## src/rtl/core_ctrl_pkg.sv

```systemverilog
// Shared opcode constants, state encoding and opcode classification helpers
// for the multi-cycle RV32I sequencer.
package core_ctrl_pkg;

    localparam logic [6:0] OPC_OP_IMM = 7'b0010011;
    localparam logic [6:0] OPC_OP     = 7'b0110011;
    localparam logic [6:0] OPC_LUI    = 7'b0110111;
    localparam logic [6:0] OPC_AUIPC  = 7'b0010111;
    localparam logic [6:0] OPC_JAL    = 7'b1101111;
    localparam logic [6:0] OPC_JALR   = 7'b1100111;
    localparam logic [6:0] OPC_BRANCH = 7'b1100011;
    localparam logic [6:0] OPC_LOAD   = 7'b0000011;
    localparam logic [6:0] OPC_STORE  = 7'b0100011;

    typedef enum logic [2:0] {
        ST_FETCH  = 3'd0,
        ST_DECODE = 3'd1,
        ST_EXEC   = 3'd2,
        ST_MEM    = 3'd3,
        ST_WB     = 3'd4,
        ST_TRAP   = 3'd5
    } state_e;

    function automatic logic opc_writes_rd(input logic [6:0] opc);
        case (opc)
            OPC_OP_IMM, OPC_OP, OPC_LUI, OPC_AUIPC,
            OPC_JAL, OPC_JALR, OPC_LOAD: return 1'b1;
            default:                     return 1'b0;
        endcase
    endfunction

    function automatic logic opc_is_mem(input logic [6:0] opc);
        case (opc)
            OPC_LOAD, OPC_STORE: return 1'b1;
            default:             return 1'b0;
        endcase
    endfunction

    function automatic logic opc_is_legal(input logic [6:0] opc);
        case (opc)
            OPC_OP_IMM, OPC_OP, OPC_LUI, OPC_AUIPC, OPC_JAL,
            OPC_JALR, OPC_BRANCH, OPC_LOAD, OPC_STORE: return 1'b1;
            default:                                  return 1'b0;
        endcase
    endfunction

endpackage

```

## src/rtl/core_ctrl_if.sv

```systemverilog
// Instruction- and data-memory handshake bundle between the sequencer
// (master) and the memory system (slave).
interface core_ctrl_if;

    logic        imem_req;
    logic        imem_ack;
    logic [31:0] imem_rdata;
    logic        dmem_req;
    logic        dmem_we;
    logic        dmem_ack;
    logic [31:0] dmem_rdata;

    modport master (
        output imem_req,
        input  imem_ack,
        input  imem_rdata,
        output dmem_req,
        output dmem_we,
        input  dmem_ack,
        input  dmem_rdata
    );

    modport slave (
        input  imem_req,
        output imem_ack,
        output imem_rdata,
        input  dmem_req,
        input  dmem_we,
        output dmem_ack,
        output dmem_rdata
    );

endinterface

```

## src/rtl/core_next_pc.sv

```systemverilog
// Combinational next-PC selection and the AUIPC adder (pc + imm).
module core_next_pc
    import core_ctrl_pkg::*;
(
    input  logic [31:0] pc,
    input  logic [31:0] imm,
    input  logic [31:0] rs1_val,
    input  logic [6:0]  opcode,
    input  logic        take_branch,
    output logic [31:0] next_pc,
    output logic [31:0] auipc_sum
);

    logic [31:0] pc_imm_s;
    logic [31:0] pc_seq_s;
    logic [31:0] jalr_s;

    assign pc_imm_s  = pc + imm;
    assign pc_seq_s  = pc + 32'd4;
    assign jalr_s    = (rs1_val + imm) & 32'hFFFF_FFFE;
    assign auipc_sum = pc_imm_s;

    // Target select; all sums wrap silently mod 2^32.
    always_comb begin
        next_pc = pc_seq_s;
        case (opcode)
            OPC_JAL:  next_pc = pc_imm_s;
            OPC_JALR: next_pc = jalr_s;
            OPC_BRANCH: begin
                if (take_branch) begin
                    next_pc = pc_imm_s;
                end else begin
                    next_pc = pc_seq_s;
                end
            end
            default:  next_pc = pc_seq_s;
        endcase
    end

endmodule

```

## src/rtl/core_ctrl.sv

```systemverilog
// Multi-cycle FETCH/DECODE/EXEC/MEM/WB sequencer owning pc, ir and instret.
// Optional illegal-opcode halt is enabled by defining RV_TRAP_EN.
module core_ctrl
    import core_ctrl_pkg::*;
#(
    parameter logic [31:0] RESET_PC = 32'h0000_0000
) (
    input  logic               clk,
    input  logic               rst,
    core_ctrl_if.master        bus,
    output logic [31:0]        pc,
    output logic [31:0]        ir,
    input  logic [31:0]        imm,
    input  logic [31:0]        rs1_val,
    input  logic [31:0]        alu_busc,
    input  logic               take_branch,
    output logic               rf_we,
    output logic [31:0]        rf_wdata,
    output logic [31:0]        instret,
    output logic               trap
);

    state_e      state_r;
    state_e      state_next_s;
    logic [31:0] pc_r;
    logic [31:0] ir_r;
    logic [31:0] instret_r;
    logic        imem_req_r;
    logic        dmem_req_r;
    logic        dmem_we_r;
    logic        rf_we_r;
    logic [31:0] rf_wdata_r;
    logic        br_taken_r;
    logic [6:0]  opcode_s;
    logic        fetch_done_s;
    logic        mem_done_s;
    logic [31:0] next_pc_s;
    logic [31:0] auipc_s;

    assign opcode_s     = ir_r[6:0];
    // An ack only counts while our own request is up.
    assign fetch_done_s = (state_r == ST_FETCH) && imem_req_r && bus.imem_ack;
    assign mem_done_s   = (state_r == ST_MEM) && dmem_req_r && bus.dmem_ack;

    core_next_pc u_next_pc (
        .pc          (pc_r),
        .imm         (imm),
        .rs1_val     (rs1_val),
        .opcode      (opcode_s),
        .take_branch (br_taken_r),
        .next_pc     (next_pc_s),
        .auipc_sum   (auipc_s)
    );

    // State register.
    always_ff @(posedge clk or posedge rst) begin
        if (rst) begin
            state_r <= ST_FETCH;
        end else begin
            state_r <= state_next_s;
        end
    end

    // Next-state decode.
    always_comb begin
        state_next_s = state_r;
        case (state_r)
            ST_FETCH: begin
                if (fetch_done_s) begin
                    state_next_s = ST_DECODE;
                end else begin
                    state_next_s = ST_FETCH;
                end
            end
            ST_DECODE: begin
`ifdef RV_TRAP_EN
                if (!opc_is_legal(opcode_s)) begin
                    state_next_s = ST_TRAP;
                end else begin
                    state_next_s = ST_EXEC;
                end
`else
                state_next_s = ST_EXEC;
`endif
            end
            ST_EXEC: begin
                if (opc_is_mem(opcode_s)) begin
                    state_next_s = ST_MEM;
                end else begin
                    state_next_s = ST_WB;
                end
            end
            ST_MEM: begin
                if (mem_done_s) begin
                    state_next_s = ST_WB;
                end else begin
                    state_next_s = ST_MEM;
                end
            end
            ST_WB:   state_next_s = ST_FETCH;
            ST_TRAP: state_next_s = ST_TRAP;
            default: state_next_s = ST_FETCH;
        endcase
    end

    // Registered strobes follow the state being entered, so each is valid for
    // exactly the cycles spent in that state.
    always_ff @(posedge clk or posedge rst) begin
        if (rst) begin
            imem_req_r <= 1'b0;
            dmem_req_r <= 1'b0;
            dmem_we_r  <= 1'b0;
            rf_we_r    <= 1'b0;
        end else begin
            imem_req_r <= (state_next_s == ST_FETCH);
            dmem_req_r <= (state_next_s == ST_MEM);
            dmem_we_r  <= (state_next_s == ST_MEM) && (opcode_s == OPC_STORE);
            rf_we_r    <= (state_next_s == ST_WB) && opc_writes_rd(opcode_s);
        end
    end

    // Architectural state: ir, branch flag, write-back data, pc and instret.
    always_ff @(posedge clk or posedge rst) begin
        if (rst) begin
            pc_r       <= RESET_PC;
            ir_r       <= 32'h0000_0000;
            instret_r  <= 32'h0000_0000;
            rf_wdata_r <= 32'h0000_0000;
            br_taken_r <= 1'b0;
        end else begin
            if (fetch_done_s) begin
                ir_r <= bus.imem_rdata;
            end
            if (state_r == ST_EXEC) begin
                br_taken_r <= take_branch;
            end
            if ((state_r == ST_EXEC) && (state_next_s == ST_WB)) begin
                rf_wdata_r <= (opcode_s == OPC_AUIPC) ? auipc_s : alu_busc;
            end else if (mem_done_s && (opcode_s == OPC_LOAD)) begin
                rf_wdata_r <= bus.dmem_rdata;
            end
            if (state_r == ST_WB) begin
                pc_r      <= next_pc_s;
                instret_r <= instret_r + 32'd1;
            end
        end
    end

`ifdef RV_TRAP_EN
    logic trap_r;

    // Halt flag, set once the sequencer parks in TRAP.
    always_ff @(posedge clk or posedge rst) begin
        if (rst) begin
            trap_r <= 1'b0;
        end else begin
            trap_r <= (state_next_s == ST_TRAP);
        end
    end

    assign trap = trap_r;
`else
    assign trap = 1'b0;
`endif

    assign bus.imem_req = imem_req_r;
    assign bus.dmem_req = dmem_req_r;
    assign bus.dmem_we  = dmem_we_r;
    assign pc           = pc_r;
    assign ir           = ir_r;
    assign instret      = instret_r;
    assign rf_we        = rf_we_r;
    assign rf_wdata     = rf_wdata_r;

endmodule

```

## src/flat_wrapper.sv

```systemverilog
// flat-port wrapper written by rule: the top's interface ports become plain ports
module core_ctrl_flat import core_ctrl_pkg::*;
#(
    parameter logic [31:0] RESET_PC = 32'h0000_0000
)
  (clk, rst, pc, ir, imm, rs1_val, alu_busc, take_branch, rf_we, rf_wdata, instret, trap, bus_imem_req, bus_imem_ack, bus_imem_rdata, bus_dmem_req, bus_dmem_we, bus_dmem_ack, bus_dmem_rdata);
  core_ctrl_if bus_i ();
  input  logic clk;
  input  logic rst;
  output logic [31:0] pc;
  output logic [31:0] ir;
  input  logic [31:0] imm;
  input  logic [31:0] rs1_val;
  input  logic [31:0] alu_busc;
  input  logic take_branch;
  output logic rf_we;
  output logic [31:0] rf_wdata;
  output logic [31:0] instret;
  output logic trap;
  output wire logic [$bits(bus_i.imem_req)-1:0] bus_imem_req;
  input wire logic [$bits(bus_i.imem_ack)-1:0] bus_imem_ack;
  input wire logic [$bits(bus_i.imem_rdata)-1:0] bus_imem_rdata;
  output wire logic [$bits(bus_i.dmem_req)-1:0] bus_dmem_req;
  output wire logic [$bits(bus_i.dmem_we)-1:0] bus_dmem_we;
  input wire logic [$bits(bus_i.dmem_ack)-1:0] bus_dmem_ack;
  input wire logic [$bits(bus_i.dmem_rdata)-1:0] bus_dmem_rdata;
  assign bus_imem_req = bus_i.imem_req;
  assign bus_i.imem_ack = bus_imem_ack;
  assign bus_i.imem_rdata = bus_imem_rdata;
  assign bus_dmem_req = bus_i.dmem_req;
  assign bus_dmem_we = bus_i.dmem_we;
  assign bus_i.dmem_ack = bus_dmem_ack;
  assign bus_i.dmem_rdata = bus_dmem_rdata;
  core_ctrl #(.RESET_PC(RESET_PC)) u_core (.clk(clk), .rst(rst), .bus(bus_i), .pc(pc), .ir(ir), .imm(imm), .rs1_val(rs1_val), .alu_busc(alu_busc), .take_branch(take_branch), .rf_we(rf_we), .rf_wdata(rf_wdata), .instret(instret), .trap(trap));
endmodule
```

## config.mk

```make
export PLATFORM = sky130hd
export DESIGN_NAME = core_ctrl_flat
export DESIGN_NICKNAME = d
export VERILOG_FILES = /design/src/rtl/core_ctrl_pkg.sv /design/src/rtl/core_ctrl_if.sv /design/src/rtl/core_next_pc.sv /design/src/rtl/core_ctrl.sv /design/src/flat_wrapper.sv
export SDC_FILE = /design/constraint.sdc
export NUM_CORES = 1
export LEC_CHECK = 0
export BUFFER_PORTS_ARGS = -buffer_cell sky130_fd_sc_hd__buf_2
export CORE_ASPECT_RATIO = 1.5
export CORE_UTILIZATION = 45
export CTS_CLUSTER_DIAMETER = 120
export CTS_CLUSTER_SIZE = 40
export DETAILED_ROUTE_END_ITERATION = 10
export GPL_TIMING_DRIVEN = 1
export PLACE_DENSITY = 0.81
export SYNTH_ARGS = -nofsm -noshare
export SYNTH_HDL_FRONTEND = slang
export SYNTH_SLANG_ARGS = --single-unit
```

## constraint.sdc

```tcl
create_clock -name clk -period 8.3 [get_ports clk]
set_input_delay 0 -clock clk [delete_from_list [all_inputs] [get_ports clk]]
set_output_delay 0 -clock clk [all_outputs]
set_load 0.03 [all_outputs]
```

Word-level counts from Yosys, hierarchy flattened --
Cells that the tools add are included.
Storage, ports and cells: register bits 136, logic and storage cells 55, input bits 165
Operators by class: equality and inequality tests 16, reductions and logical operators 13, $add $sub $neg 4, mux-type cells 12
Operators with widths (count):
- 32-bit two-way mux | 4
- 32-bit case mux with 3 select lines | 1
- 32-bit adder | 2
- 32-bit by 1-bit adder with 32-bit output (second input constant) | 1
- 32-bit by 3-bit adder with 32-bit output (second input constant) | 1
- 7-bit by 6-bit equality test with 1-bit output (second input constant) | 3
- 7-bit equality test (second input constant) | 3
- 3-bit case mux with 5 select lines | 1
- 7-bit by 5-bit equality test with 1-bit output (second input constant) | 2
- 3-bit by 2-bit equality test with 1-bit output (second input constant) | 3
- 3-bit equality test (second input constant) | 3
- 1-bit logical AND | 8
- 7-bit by 2-bit equality test with 1-bit output (second input constant) | 1
- 7-bit OR reduction | 1
- 3-bit logical NOT | 2
- 3-bit two-way mux | 2
- 1-bit two-way mux | 4
- 3-bit by 1-bit equality test with 1-bit output (second input constant) | 1
- 2-bit nonzero test | 1
- 2-bit OR reduction | 1

Logic depth before layout (Yosys ltp) --
word-level depth 9, mapped depth 12, gate-level depth less buffers 12

By module --
From an unflattened synthesis, not the netlist that was laid out.
Second synthesis, totals: cells, all modules 1146, area, all modules 10357.4 um2
By module, submodules not included:
- core_ctrl | cells an instance 534, area an instance 6098.3 um2, instances 1
- core_next_pc | cells an instance 612, area an instance 4259.1 um2, instances 1

Worst setup path after synthesis --
Ideal clock, no wire load.
path kind register -> register, from register u_core.pc_r[14] (netlist: u_core.pc[14]), to register u_core.rf_wdata_r[30] (netlist: u_core.rf_wdata[30]), stages on the path, launching flop included 12, slack 5.301 ns, data required time 8.156 ns, period minus slack after synthesis 2.999 ns, arrival time 2.855 ns, path through dfrtp_1 ha_1 clkbuf_1 and3_1 a221o_1 a21o_1 o31ai_2 o21ai_1 a211oi_1 xor2_1 o21ai_0 a21boi_0
On the way: word-level cells in the longest chain between the ends 3
RTL lines:
- start, declared | line core_ctrl.sv:25 | logic [31:0] pc_r;
- start signal, assigned | line core_ctrl.sv:143 | pc_r <= next_pc_s;
- 32-bit adder | line core_next_pc.sv:18 | assign pc_imm_s = pc + imm;
- 32-bit two-way mux | line core_ctrl.sv:138 | rf_wdata_r <= (opcode_s == OPC_AUIPC) ? auipc_s : alu_busc;
- 32-bit two-way mux | line core_ctrl.sv:137 | if ((state_r == ST_EXEC) && (state_next_s == ST_WB)) begin
- end signal, assigned | line core_ctrl.sv:138
- end signal, assigned | line core_ctrl.sv:140 | rf_wdata_r <= bus.dmem_rdata;
- end, declared | line core_ctrl.sv:32 | logic [31:0] rf_wdata_r;
Every way passes these cells. A chain may end at the register's enable or synchronous reset.

Worst setup path after layout --
from register u_core.pc_r[0] (netlist: u_core.pc[0]), to register u_core.rf_wdata_r[30] (netlist: u_core.rf_wdata[30])
Same word-level chain as after synthesis.

==> results by stage <==
Pwr:
- The analysis attributes to cell leakage a power of 6.268 nW.
- Across the VDD grid, the largest voltage drop is 161.4 uV.
- For this design the ratio of total power to cell area is 318.3 nW/um^2.

Yosys:
- The mean instance size in the synthesized netlist is 8.653 um^2.
- Of the total synthesized cell area, the portion taken by AND, OR, NAND and NOR gates is 0.1667.
- The cell area that synthesis handed to floorplanning was 9925 um^2.
- After synthesis, the share of flip-flops with an asynchronous set or reset is 1.000.
- The count of synthesis-stage warnings from yosys is 0.
- Yosys mapped a number of flops with a built-in enable equal to 0.
- The adder-cell area share of the yosys netlist is 0.08346.
- The dominant combinational cell family by area after synthesis is compound AO/OA/AOI/OAI gates.
- The share of cell area taken by muxes after synthesis is 0.06152.
- The area fraction in compound gates after synthesis is 0.2266.
- The total of flip-flops plus latches after synthesis is 136.
- The area share of xor/xnor cells in the synthesized design is 0.08825.
- The sequential cell area fraction in the yosys report is 0.3429.
- The number of different library cells used by synthesis comes to 68.
- After technology mapping, the gate count stands at 1147.
- The net count of the mapped netlist is 1377.
- The most common flop cell mapped by yosys is dfrtp_1.

Setup path:
- On the critical path, the stage with the largest delay is an instance of dlygate4sd3_1.
- The category of the most critical setup path is register to register.
- STA puts the critical path data required time at 8.60 ns.
- Along the worst path, the maximum fanout reaches 5.
- STA classifies the critical path startpoint as a register.
- In this design, the stage delay of the slowest critical-path cell is 0.57 ns.
- Walking the worst path, the cells encountered are ha_1 > fa_1 > a21oi_1 > nor2_1 > o21ai_0 > a211oi_1 > o31ai_2 > o21ai_1 > a211oi_1 > xor2_1 > o21ai_0 > a21boi_0 > dlygate4sd3_1.
- For the worst setup path, the data arrival time is 4.36 ns.
- STA classifies the critical path endpoint as a register.

CTS:
- Counting every sink on the clock net gives 136.
- The number of setup buffers added after CTS is 0.
- The root buffer selected by CTS is clkbuf_16.
- The TritonCTS clock tree is built.
- The number of clock buffers inserted by TritonCTS is 17.
- The number of gates resized after CTS was 0.
- Hold repair after CTS inserted 99 buffers.
- Clock-pin slew was measured on the worst setup and hold paths at 0.06 ns.
- In this run the deepest clock path goes through 2 buffers.
- The H-tree generated during clock tree synthesis spans 4 levels.
- The worst-skew pair later-pin latency is 0.43 ns.

Die:
- The width of the die is 123.3 um.
- In this run the core area contains 66 standard-cell rows.
- From bottom edge to top edge, the die measures 183.9 um.
- 298 I/O pins were placed.
- The standard cell core area is 21640 um^2.
- The initial utilization of the core area, before any placement, comes to 0.4587.
- The total die area is 22660 um^2.

Timing:
- For the pin with the worst max-slew slack, the measured transition is 0.9621 ns.
- Setup violations remaining at the end of the flow were counted as 0.
- The count of final hold-check violations is 0.
- Headroom to the max-slew limit came out at 0.3586.
- In the finished design, the share of the clock period the worst path needs comes to 0.4886.
- The clock arrives with 0.01522 ns of skew.
- In the final timing run, aggregate negative setup slack is 0 ns.
- Setup repair after global routing left no endpoint under its margin.
- The max-slew violation count is 0.
- Subtracting the final worst setup slack from the clock period gives 4.056 ns.
- The fmax is 246.6 MHz.

Global routing:
- The number of antenna violations at the first check in global routing is 1.
- The maximum number of pins on one net before global-route repair is 74.
- Summed over all layers, the global routing overflow is 0.
- The first global-routing pass estimated 53650 um of wire.
- The total global-route track usage is 0.3062.
- The via count of the first global-routing pass is 10.68k.

Cells and area:
- The filler-free cell count of the finished design is 1808.
- The top cell types in the final layout, fill and taps aside, are buf_2 (296), dfrtp_1 (136), nand2_1 (132).
- The share of post-route cells with drive strength above 1 is 0.2588.
- For this run, the post-layout net count is 1751.
- The leading cell type in the layout, fill and taps excluded is buf_2.
- The signed area change from the synthesized netlist to the final layout is 33.90%.

Routing:
- The remaining antenna violation count after routing is 0.
- After detailed routing, the number of vias per cell comes to 5.938.
- The routed layout has 10.74k vias.
- The first detailed-routing pass ran for 5 iterations.
- The detail-routed net length per standard cell is 19.30 um.
- In the routed design, unresolved DRC markers number 0.
- The overall routed net length is 34890 um.
- For this block, the initial DRC count from the detailed router was 781.

Outcome:
- The run finished with clean final reports.

Placement:
- The post-placement cell count is 1675.
- Buffers placed on the I/O ports in this run total 296.
- Summed over all nets, the half-perimeter wirelength after detailed placement is 25350 um.
- At the end of routability-driven placement, the weighted congestion stood at 0.9475.

Hold path:
- The class of the tightest hold or removal check is input port to register.

Run:
- The reported max-cap violation count is 0.
## sequential cells by signal (all words and copies together) (netlist names)
| name | count |
|---|---|
| u_core.instret | 32 |
| u_core.ir | 32 |
| u_core.pc | 32 |
| u_core.rf_wdata | 32 |
| u_core.state_r | 3 |
| u_core.br_taken_r | 1 |
| u_core.bus.dmem_req | 1 |
| u_core.bus.dmem_we | 1 |
| u_core.bus.imem_req | 1 |
| u_core.rf_we | 1 |
## through the flow
stage | cell area, um^2 | hold WS [ns] | power, W | setup WS, ns | utilization
2_1_floorplan | 9925 | 0.1168 | 0.002546 | 4.661 | -
3_3_place_gp | 11650 | 0.1347 | 0.003128 | 4.980 | 0.5385
3_5_place_dp | 11650 | 0.1326 | 0.003171 | 4.909 | 0.5385
4_1_cts | 13280 | 0.05904 | 0.004179 | 4.353 | 0.6140
5_1_grt | 13290 | 0.1069 | 0.004470 | 4.011 | 0.6141
6_report | 13290 | 0.07307 | 0.004230 | 4.245 | 0.6142
## kinds of logic after synthesis
logic type                 Yosys count
AOI/OAI and AO/OA                  356
xor gates and xnor gates           100
adders and majority gates           65
buffers and inverters               76
DFF                                136
muxes                               56
other                                1
and+or+nand+nor                    357
## report_power, final
part           internal (W)  leakage [nW]  switching, W  total (W)
Sequential         0.000892          1.65      0.000224    0.00112
Combinational      0.000879          4.31       0.00139    0.00227
Clock              0.000512         0.312      0.000331   0.000842
Total               0.00228          6.27       0.00195    0.00423
## critical path, delay by kind of cell, from the launching register on
family / cells / cell delay, ns
XOR/XNOR: 1 / 0.31
adder cells (fa/ha/maj): 2 / 0.67
flip-flops: 1 / 0.42
buffers and inverters: 1 / 0.57
AO/OA/AOI/OAI: 8 / 1.88
AND/OR/NAND/NOR: 1 / 0.10
## path summary, 6_finish.rpt
check | startpoint | end | slack [ns] | cells past startpoint
worst max-delay path | u_core.pc[0] | u_core.rf_wdata[30] | 4.24 | 13
worst min-delay path | rs1_val[30] | u_core.pc[31] | 0.07 | 5
worst max register to register | u_core.pc[0] | u_core.rf_wdata[30] | 4.24 | 13
worst min register to register | u_core.instret[31] | u_core.instret[31] | 0.47 | 1
max in group asynchronous | rst | u_core.pc[7] | 6.66 | 4
min in group asynchronous | rst | u_core.instret[30] | 0.24 | 3
## synth_stat cells, types with 11 or more instances
cell type  count  area [um^2]
mux2_2        40        450.4
o21ai_0       76        380.4
ha_1          63        788.3
xor2_1        35        306.5
nand4_1       24        150.1
o22ai_1       19        118.9
a211oi_1      19        142.6
mux2i_1       16        160.2
nand3_1       40        200.2
nand2_1      132        495.5
and3_1        19        118.9
xnor2_1       65        569.3
a221oi_1      11        96.34
a21o_1        34        255.2
inv_1         24        90.09
clkbuf_1      41        153.9
nor3_1        19        95.09
a21oi_1       96        480.5
dfrtp_1      136         3403
a31oi_1       28        175.2
nor2_1        78        292.8
## metal layers
metal | share of wire | GRT usage | vias up
li1 | - | - | 4956
met1 | 0.38 | 0.3455 | 5074
met2 | 0.49 | 0.5249 | 559
met3 | 0.072 | 0.05118 | 146
met4 | 0.058 | 0.1976 | 0
met5 | 0 | 0 | -
## cell type report
type | count | area (um^2)
fillers | 1781 | 8347
multi-input cells | 935 | 6241
flip-flops and latches | 136 | 3403
repair buffers | 407 | 2562
clock buffers | 17 | 425.4
well taps | 272 | 340.3
clock inverters | 15 | 216.5
inverters | 24 | 95.09
diodes | 2 | 5.005
Power figures use the tool's default switching activity.
